==> src/rtl/rds_pkg.sv <==
// Shared types, defaults and the per-component clip helper for the 3DRS candidate engine.
package rds_pkg;

  localparam int MV_W_DEF  = 7;
  localparam int SAD_W_DEF = 16;

  // Motion vector at the default width, packed as {y, x}
  typedef struct packed {
    logic signed [MV_W_DEF-1:0] y;
    logic signed [MV_W_DEF-1:0] x;
  } mv_t;

  typedef enum logic [2:0] {
    ST_IDLE,
    ST_LOAD,
    ST_ISSUE,
    ST_DRAIN,
    ST_EXT,
    ST_DONE
  } state_t;

  // Saturate one MV component to the symmetric search window [-r, +r]
  function automatic int clip_comp(input int v, input int r);
    if (v > r) begin
      return r;
    end else if (v < -r) begin
      return -r;
    end
    return v;
  endfunction

endpackage

==> src/rtl/rds_mv_clip.sv <==
// Combinational add of a base MV and an offset MV, then per-component clip to the search window.
// The sum is formed one bit wider than a component so it can never wrap before clipping.
module rds_mv_clip
  import rds_pkg::*;
#(
  parameter int MV_W   = MV_W_DEF,
  parameter int SRCH_R = 16
) (
  input  logic [2*MV_W-1:0] base,
  input  logic [2*MV_W-1:0] delta,
  output logic [2*MV_W-1:0] mv
);

  logic signed [MV_W:0]   sum_x;
  logic signed [MV_W:0]   sum_y;
  logic signed [MV_W-1:0] clip_x;
  logic signed [MV_W-1:0] clip_y;

  // Widen, add and saturate each component independently
  always_comb begin
    sum_x  = $signed({base[MV_W-1], base[MV_W-1:0]}) +
             $signed({delta[MV_W-1], delta[MV_W-1:0]});
    sum_y  = $signed({base[2*MV_W-1], base[2*MV_W-1:MV_W]}) +
             $signed({delta[2*MV_W-1], delta[2*MV_W-1:MV_W]});
    clip_x = MV_W'(clip_comp(int'(sum_x), SRCH_R));
    clip_y = MV_W'(clip_comp(int'(sum_y), SRCH_R));
    mv     = {clip_y, clip_x};
  end

endmodule

==> src/rtl/rds_cand_engine.sv <==
// 3DRS candidate evaluation engine: builds and clips the candidate list for a block, streams it
// to the SAD array, tracks the lowest SAD and optionally runs a +/-1 refinement pass around it.
module rds_cand_engine
  import rds_pkg::*;
#(
  parameter int MV_W    = MV_W_DEF,
  parameter int SAD_W   = SAD_W_DEF,
  parameter int NUM_UPD = 2,
  parameter int SRCH_R  = 16
) (
  input  logic                      clk,
  input  logic                      reset,
  input  logic                      start,
  input  logic                      first_frame,
  input  logic                      ext_en,
  input  logic [SAD_W-1:0]          sad_th,
  input  logic [2*MV_W-1:0]         cand_sp_a,
  input  logic [2*MV_W-1:0]         cand_sp_b,
  input  logic [2*MV_W-1:0]         cand_tmp,
  input  logic [NUM_UPD*2*MV_W-1:0] upd_vec,
  output logic                      cand_valid,
  input  logic                      cand_ready,
  output logic [2*MV_W-1:0]         cand_mv,
  input  logic                      sad_valid,
  input  logic [SAD_W-1:0]          sad_in,
  output logic                      busy,
  output logic                      done,
  output logic [2*MV_W-1:0]         mv_out,
  output logic [SAD_W-1:0]          sad_out,
  output logic                      under_th,
  output logic                      extended
);

  localparam int MVB    = 2 * MV_W;
  localparam int NBASE  = 3 + NUM_UPD;
  localparam int LIST_N = (NBASE > 4) ? NBASE : 4;
  localparam int CW     = $clog2(LIST_N + 1);

  localparam logic [MV_W-1:0] OFS_Z = '0;
  localparam logic [MV_W-1:0] OFS_P = MV_W'(1);
  localparam logic [MV_W-1:0] OFS_M = {MV_W{1'b1}};

  state_t state;
  state_t state_nx;

  // Inputs captured at start so the caller may change them during the block
  logic [MVB-1:0]         sp_a_q;
  logic [MVB-1:0]         sp_b_q;
  logic [MVB-1:0]         tmp_q;
  logic [NUM_UPD*MVB-1:0] upd_q;
  logic                   ff_q;
  logic                   ext_en_q;
  logic [SAD_W-1:0]       th_q;

  logic [MVB-1:0] cand_q    [LIST_N];
  logic [MVB-1:0] src_base  [LIST_N];
  logic [MVB-1:0] src_delta [LIST_N];
  logic [MVB-1:0] clip_out  [LIST_N];

  logic [CW-1:0]    list_len;
  logic [CW-1:0]    issue_cnt;
  logic [CW-1:0]    ret_cnt;
  logic             ext_done;
  logic             best_vld;
  logic [MVB-1:0]   best_mv;
  logic [SAD_W-1:0] best_sad;

  logic [MVB-1:0] issue_mv;
  logic [MVB-1:0] ret_mv;
  logic           xfer;
  logic           ret_ok;
  logic           last_issue;

  assign cand_valid = (state == ST_ISSUE);
  assign cand_mv    = cand_valid ? issue_mv : '0;
  assign busy       = (state != ST_IDLE);
  assign xfer       = cand_valid && cand_ready;
  assign ret_ok     = sad_valid && ((state == ST_ISSUE) || (state == ST_DRAIN)) &&
                      (ret_cnt < issue_cnt);
  assign last_issue = (issue_cnt == list_len - CW'(1));

  // Clipper inputs: the base list in LOAD, the four +/-1 neighbours of the best MV in EXT.
  // Update candidates are offsets from sp_a after first_frame forcing, so they become the raw
  // update vectors on the first frame.
  always_comb begin
    for (int k = 0; k < LIST_N; k++) begin
      src_base[k]  = '0;
      src_delta[k] = '0;
    end
    if (state == ST_EXT) begin
      for (int k = 0; k < 4; k++) begin
        src_base[k] = best_mv;
      end
      src_delta[0] = {OFS_Z, OFS_P};
      src_delta[1] = {OFS_Z, OFS_M};
      src_delta[2] = {OFS_P, OFS_Z};
      src_delta[3] = {OFS_M, OFS_Z};
    end else begin
      src_base[0] = ff_q ? '0 : sp_a_q;
      src_base[1] = ff_q ? '0 : sp_b_q;
      src_base[2] = ff_q ? '0 : tmp_q;
      for (int k = 0; k < NUM_UPD; k++) begin
        src_base[3+k]  = ff_q ? '0 : sp_a_q;
        src_delta[3+k] = upd_q[k*MVB +: MVB];
      end
    end
  end

  for (genvar g = 0; g < LIST_N; g++) begin : g_clip
    rds_mv_clip #(
      .MV_W  (MV_W),
      .SRCH_R(SRCH_R)
    ) u_clip (
      .base (src_base[g]),
      .delta(src_delta[g]),
      .mv   (clip_out[g])
    );
  end

  // Select the list entries addressed by the issue and return counters
  always_comb begin
    issue_mv = '0;
    ret_mv   = '0;
    for (int k = 0; k < LIST_N; k++) begin
      if (issue_cnt == CW'(k)) issue_mv = cand_q[k];
      if (ret_cnt == CW'(k))   ret_mv   = cand_q[k];
    end
  end

  // FSM state register
  always_ff @(posedge clk or negedge reset) begin
    if (!reset) begin
      state <= ST_IDLE;
    end else begin
      state <= state_nx;
    end
  end

  // Next-state logic; DRAIN waits for every issued candidate to be costed
  always_comb begin
    state_nx = state;
    case (state)
      ST_IDLE:  if (start) state_nx = ST_LOAD;
      ST_LOAD:  state_nx = ST_ISSUE;
      ST_ISSUE: if (xfer && last_issue) state_nx = ST_DRAIN;
      ST_DRAIN: begin
        if (ret_cnt == issue_cnt) begin
          if ((best_sad >= th_q) && ext_en_q && !ext_done) state_nx = ST_EXT;
          else                                            state_nx = ST_DONE;
        end
      end
      ST_EXT:   state_nx = ST_ISSUE;
      ST_DONE:  state_nx = ST_IDLE;
      default:  state_nx = ST_IDLE;
    endcase
  end

  // Input capture, candidate list, issue/return counters and best-candidate tracking
  always_ff @(posedge clk or negedge reset) begin
    if (!reset) begin
      sp_a_q    <= '0;
      sp_b_q    <= '0;
      tmp_q     <= '0;
      upd_q     <= '0;
      ff_q      <= 1'b0;
      ext_en_q  <= 1'b0;
      th_q      <= '0;
      for (int k = 0; k < LIST_N; k++) cand_q[k] <= '0;
      list_len  <= '0;
      issue_cnt <= '0;
      ret_cnt   <= '0;
      ext_done  <= 1'b0;
      best_vld  <= 1'b0;
      best_mv   <= '0;
      best_sad  <= '0;
    end else begin
      case (state)
        ST_IDLE: begin
          if (start) begin
            sp_a_q   <= cand_sp_a;
            sp_b_q   <= cand_sp_b;
            tmp_q    <= cand_tmp;
            upd_q    <= upd_vec;
            ff_q     <= first_frame;
            ext_en_q <= ext_en;
            th_q     <= sad_th;
            ext_done <= 1'b0;
            best_vld <= 1'b0;
          end
        end
        ST_LOAD: begin
          for (int k = 0; k < LIST_N; k++) cand_q[k] <= clip_out[k];
          list_len  <= CW'(NBASE);
          issue_cnt <= '0;
          ret_cnt   <= '0;
        end
        ST_EXT: begin
          for (int k = 0; k < 4; k++) cand_q[k] <= clip_out[k];
          list_len  <= CW'(4);
          issue_cnt <= '0;
          ret_cnt   <= '0;
          ext_done  <= 1'b1;
        end
        default: begin
          if (xfer) issue_cnt <= issue_cnt + CW'(1);
          if (ret_ok) begin
            ret_cnt <= ret_cnt + CW'(1);
            // Strict less-than: on a tie the earlier candidate stays best
            if (!best_vld || (sad_in < best_sad)) begin
              best_mv  <= ret_mv;
              best_sad <= sad_in;
            end
            best_vld <= 1'b1;
          end
        end
      endcase
    end
  end

  // Result registers, loaded as the block completes; done is a single-cycle pulse
  always_ff @(posedge clk or negedge reset) begin
    if (!reset) begin
      done     <= 1'b0;
      mv_out   <= '0;
      sad_out  <= '0;
      under_th <= 1'b0;
      extended <= 1'b0;
    end else begin
      done <= 1'b0;
      if ((state == ST_DRAIN) && (state_nx == ST_DONE)) begin
        done     <= 1'b1;
        mv_out   <= best_mv;
        sad_out  <= best_sad;
        under_th <= (best_sad < th_q);
        extended <= ext_done;
      end
    end
  end

endmodule

==> config.mk <==
export PLATFORM = sky130hd
export DESIGN_NAME = rds_cand_engine
export DESIGN_NICKNAME = d
export VERILOG_FILES = /design/src/rtl/rds_pkg.sv /design/src/rtl/rds_mv_clip.sv /design/src/rtl/rds_cand_engine.sv
export SDC_FILE = /design/constraint.sdc
export NUM_CORES = 1
export LEC_CHECK = 0
export ABC_AREA = 1
export BUFFER_PORTS_ARGS = -buffer_cell sky130_fd_sc_hd__clkbuf_2
export CAP_MARGIN = 20
export CORE_MARGIN = 10
export CORE_UTILIZATION = 40
export DETAILED_ROUTE_END_ITERATION = 10
export GPL_ROUTABILITY_DRIVEN = 0
export PLACE_DENSITY = 0.65
export SETUP_SLACK_MARGIN = 0.4
export SLEW_MARGIN = 20
export SYNTH_ARGS = -nofsm -noshare
export SYNTH_HDL_FRONTEND = slang
export SYNTH_SLANG_ARGS = --single-unit
==> constraint.sdc <==
create_clock -name clk -period 3.8 [get_ports clk]
set_clock_uncertainty 0.2 [all_clocks]
set_input_delay 0.76 -clock clk [delete_from_list [all_inputs] [get_ports clk]]
set_output_delay 0.76 -clock clk [all_outputs]
set_load 0.005 [all_outputs]
==> out/metrics.yaml <==
place:
  place.port_buffers: 157
  dp_slack_ns: 0.313
  dp_hpwl_um: 33000
finish:
  fill_cells: 3413
  final_util_pct: 47.8
  area_growth_pct: 17.9
  drive_gt1_share_pct: 15.7
  final_nets: 2251
  n_antenna_cell: 0
timing:
  hold_viol: 0
  period_share_pct: 87.6
  finalMaxSlewViolations: 0
  period_needed_ns: 3.33
  fmax_mhz: 301
  relSlewSlack_pct: 29.0
  rsz0062_at_grt: "true"
  tightest_slew_ns: 1.06
  layout_setup_ws_ns: 0.473
  timing.setup.tns_ns: 0
  setup_viol: 0
yosys:
  yosysTopAreaCell: "dfrtp_1"
  syn_inst: 1910
  async_flop_share_pct: 100
  synth_edf_count: 0
  synthDistinctLibCells: 45
  yosys-top-cells-area: "dfrtp_1, nand2_1, ha_1"
  synthFlopType: "dfrtp_1"
  synth.top_cell.area_share_pct: 41.7
  syn_nets: 2099
  ys_ff_latch: 234
  yosysWarnings: 0
  synth.cell_area_um2: 14000
  seq_area_frac_synth_pct: 41.7
  syn_avg_cell_area_um2: 7.35
power:
  total_power_uw: 15400
  irDropWorstVdd_v: 0.000467
  p_leak_uw: 0.00877
  p_per_area_nw_per_um2: 933
die:
  io-pin-count: 158
  core_um2: 34600
  num_rows: 68
  die_x_um: 207
  die_y_um: 207
  dieArea_um2: 43000
  initial_core_util_pct: 40.6
routing:
  routedWlPerCell_um: 17.3
  drt-vias-per-instance: 5.19
  ant_nets: 0
  dr.first_iter.drc_count: 934
  drt_wl_total_um: 43800
  drc: 0
  dr.pass1.iters: 6
  via_count: 13200
critical_path:
  path_class: "flip-flop to output port"
  path_max_fanout: 18
  worstPathRequired_ns: 2.84
  r2r_slack_ns: 0.63
  cp-end-kind: "output port"
  cp-start-kind: "flip-flop"
  crit_arrival_ns: 2.37
clocking:
  root_buffer: "clkbuf_16"
  path_clk_slew_ns: 0.06
  htreeDepth: 1
  cts_buffer_depth: 3
  numCtsBuffers: 27
  cts.sinks: 234
  insertion_delay_ns: 0.54
  cts_tree: "built"
min_path:
  hp-class: "primary input to flip-flop"
global_route:
  antenna_found_initial: 0
  first_global_vias: 12600
  grt_use_total_pct: 19.4
  gr-total-overflow: 0
  grt_pass1_wl_um: 68900
  grt_max_degree: 84
job:
  max_cap_viol_count: 0
outcome:
  status: "finished, final reports clean"
placed cells by master (no fill, tap or decap), types with 27 or more instances in the layout:
master       n
nand2_1    657
o21ai_0    144
clkbuf_2   155
ha_1        74
o21ai_1     30
clkbuf_16   27
inv_1      191
buf_4       31
nand3_1    157
dfrtp_1    230
nor2_1     113
a21oi_1     49
report_power, final:
part	switching, uW	internal (uW)	total (uW)	leakage (uW)
Clock	1060	1680	2740	0.000453
Combinational	5350	3000	8350	0.00533
Sequential	801	3560	4360	0.00298
Total	7210	8230	15400	0.00877
kinds of logic after synthesis:
family	Yosys count	share of synthesized area, %
xor gates and xnor gates	20	1.25
adders and majority gates	80	7.34
buffers and inverters	277	7.92
and+or+nand+nor	1011	30.3
DFF	234	41.7
AOI/OAI and AO/OA	288	11.5
registers in the layout, indices dropped and copies added (netlist names), 16 cells and up:
signal / count
best_sad: 16
cand_q: 70
sad_out: 16
th_q: 16
upd_q: 28
repair_timing:
| action | in CTS | in global routing |
|---|---|---|
| gates resized for setup | 20 | 23 |
| pin swaps | 3 | 8 |
| cloned | 0 | 1 |
| buffers inserted | 8 | 5 |
| endpoints found under the setup margin | 31 | 27 |
| hold buffers | 1 | 0 |
| endpoints found under the hold margin | 57 | 0 |
metrics by stage:
step                cell area [um2]  hold WS, ns  std cells
finish                        16600        0.214       2535
global route                  16600        0.216       2535
CTS                           16400        0.195       2529
detailed placement            15300        0.260       2473
global placement              15300        0.255       2473
floorplan                     14000        0.241       1910
synth_stat cells (3+ instances only):
cell and instances:
a21oi_1 50, a22oi_1 3, a311oi_1 3, a31o_2 14, a31oi_1 13, buf_2 25
buf_6 5, clkbuf_1 44, dfrtp_1 234, fa_1 4, ha_1 76, inv_1 195
inv_2 4, nand2_1 659, nand2_2 11, nand3_1 158, nand3_2 3, nand3b_1 8
nand4_1 23, nor2_1 114, nor2_2 5, nor3_1 10, o211ai_1 18, o21ai_0 149
o21ai_1 25, o21ai_2 3, o21bai_1 3, or2_2 12, xnor2_1 12, xor2_1 8
worst max-delay path, stage by stage, from the launching register on:
cell and delay [ns]:
dfrtp_2 0.50, buf_4 0.25, inv_1 0.09, nand2_2 0.12, nor2_2 0.12, buf_6 0.19
o21ai_0 0.16, a31oi_4 0.24, clkbuf_2 0.16
layout make-up:
class	count	area (um2)	area share [%]
multi-input combinational	1400	7240	43.7
tap	455	569	3.44
inverter	200	758	4.58
timing repair buffer	199	1200	7.27
clock buffer	37	773	4.67
sequential	234	5860	35.4
clock inverter	10	155	0.937
final timing paths:
path,end,from,cells after the start
worst max-delay path,cand_mv[3],state[2],8
worst min-delay path,upd_q[7],upd_vec[7],3
worst max register to register,cand_q[22],state[0],15
worst min register to register,sad_out[7],sad_out[7],2
max in group asynchronous,cand_q[67],reset,3
min in group asynchronous,sad_out[10],reset,2
layer usage:
layer | vias up | share of wire [%] | track usage [%]
li1 | 6483 | - | -
met1 | 6116 | 44 | 25.9
met2 | 491 | 45 | 30.3
met3 | 76 | 7.8 | 4.38
met4 | 0 | 3.1 | 6.45
met5 | - | 0 | 0
Note: power is estimated with default switching activity, not from simulation.
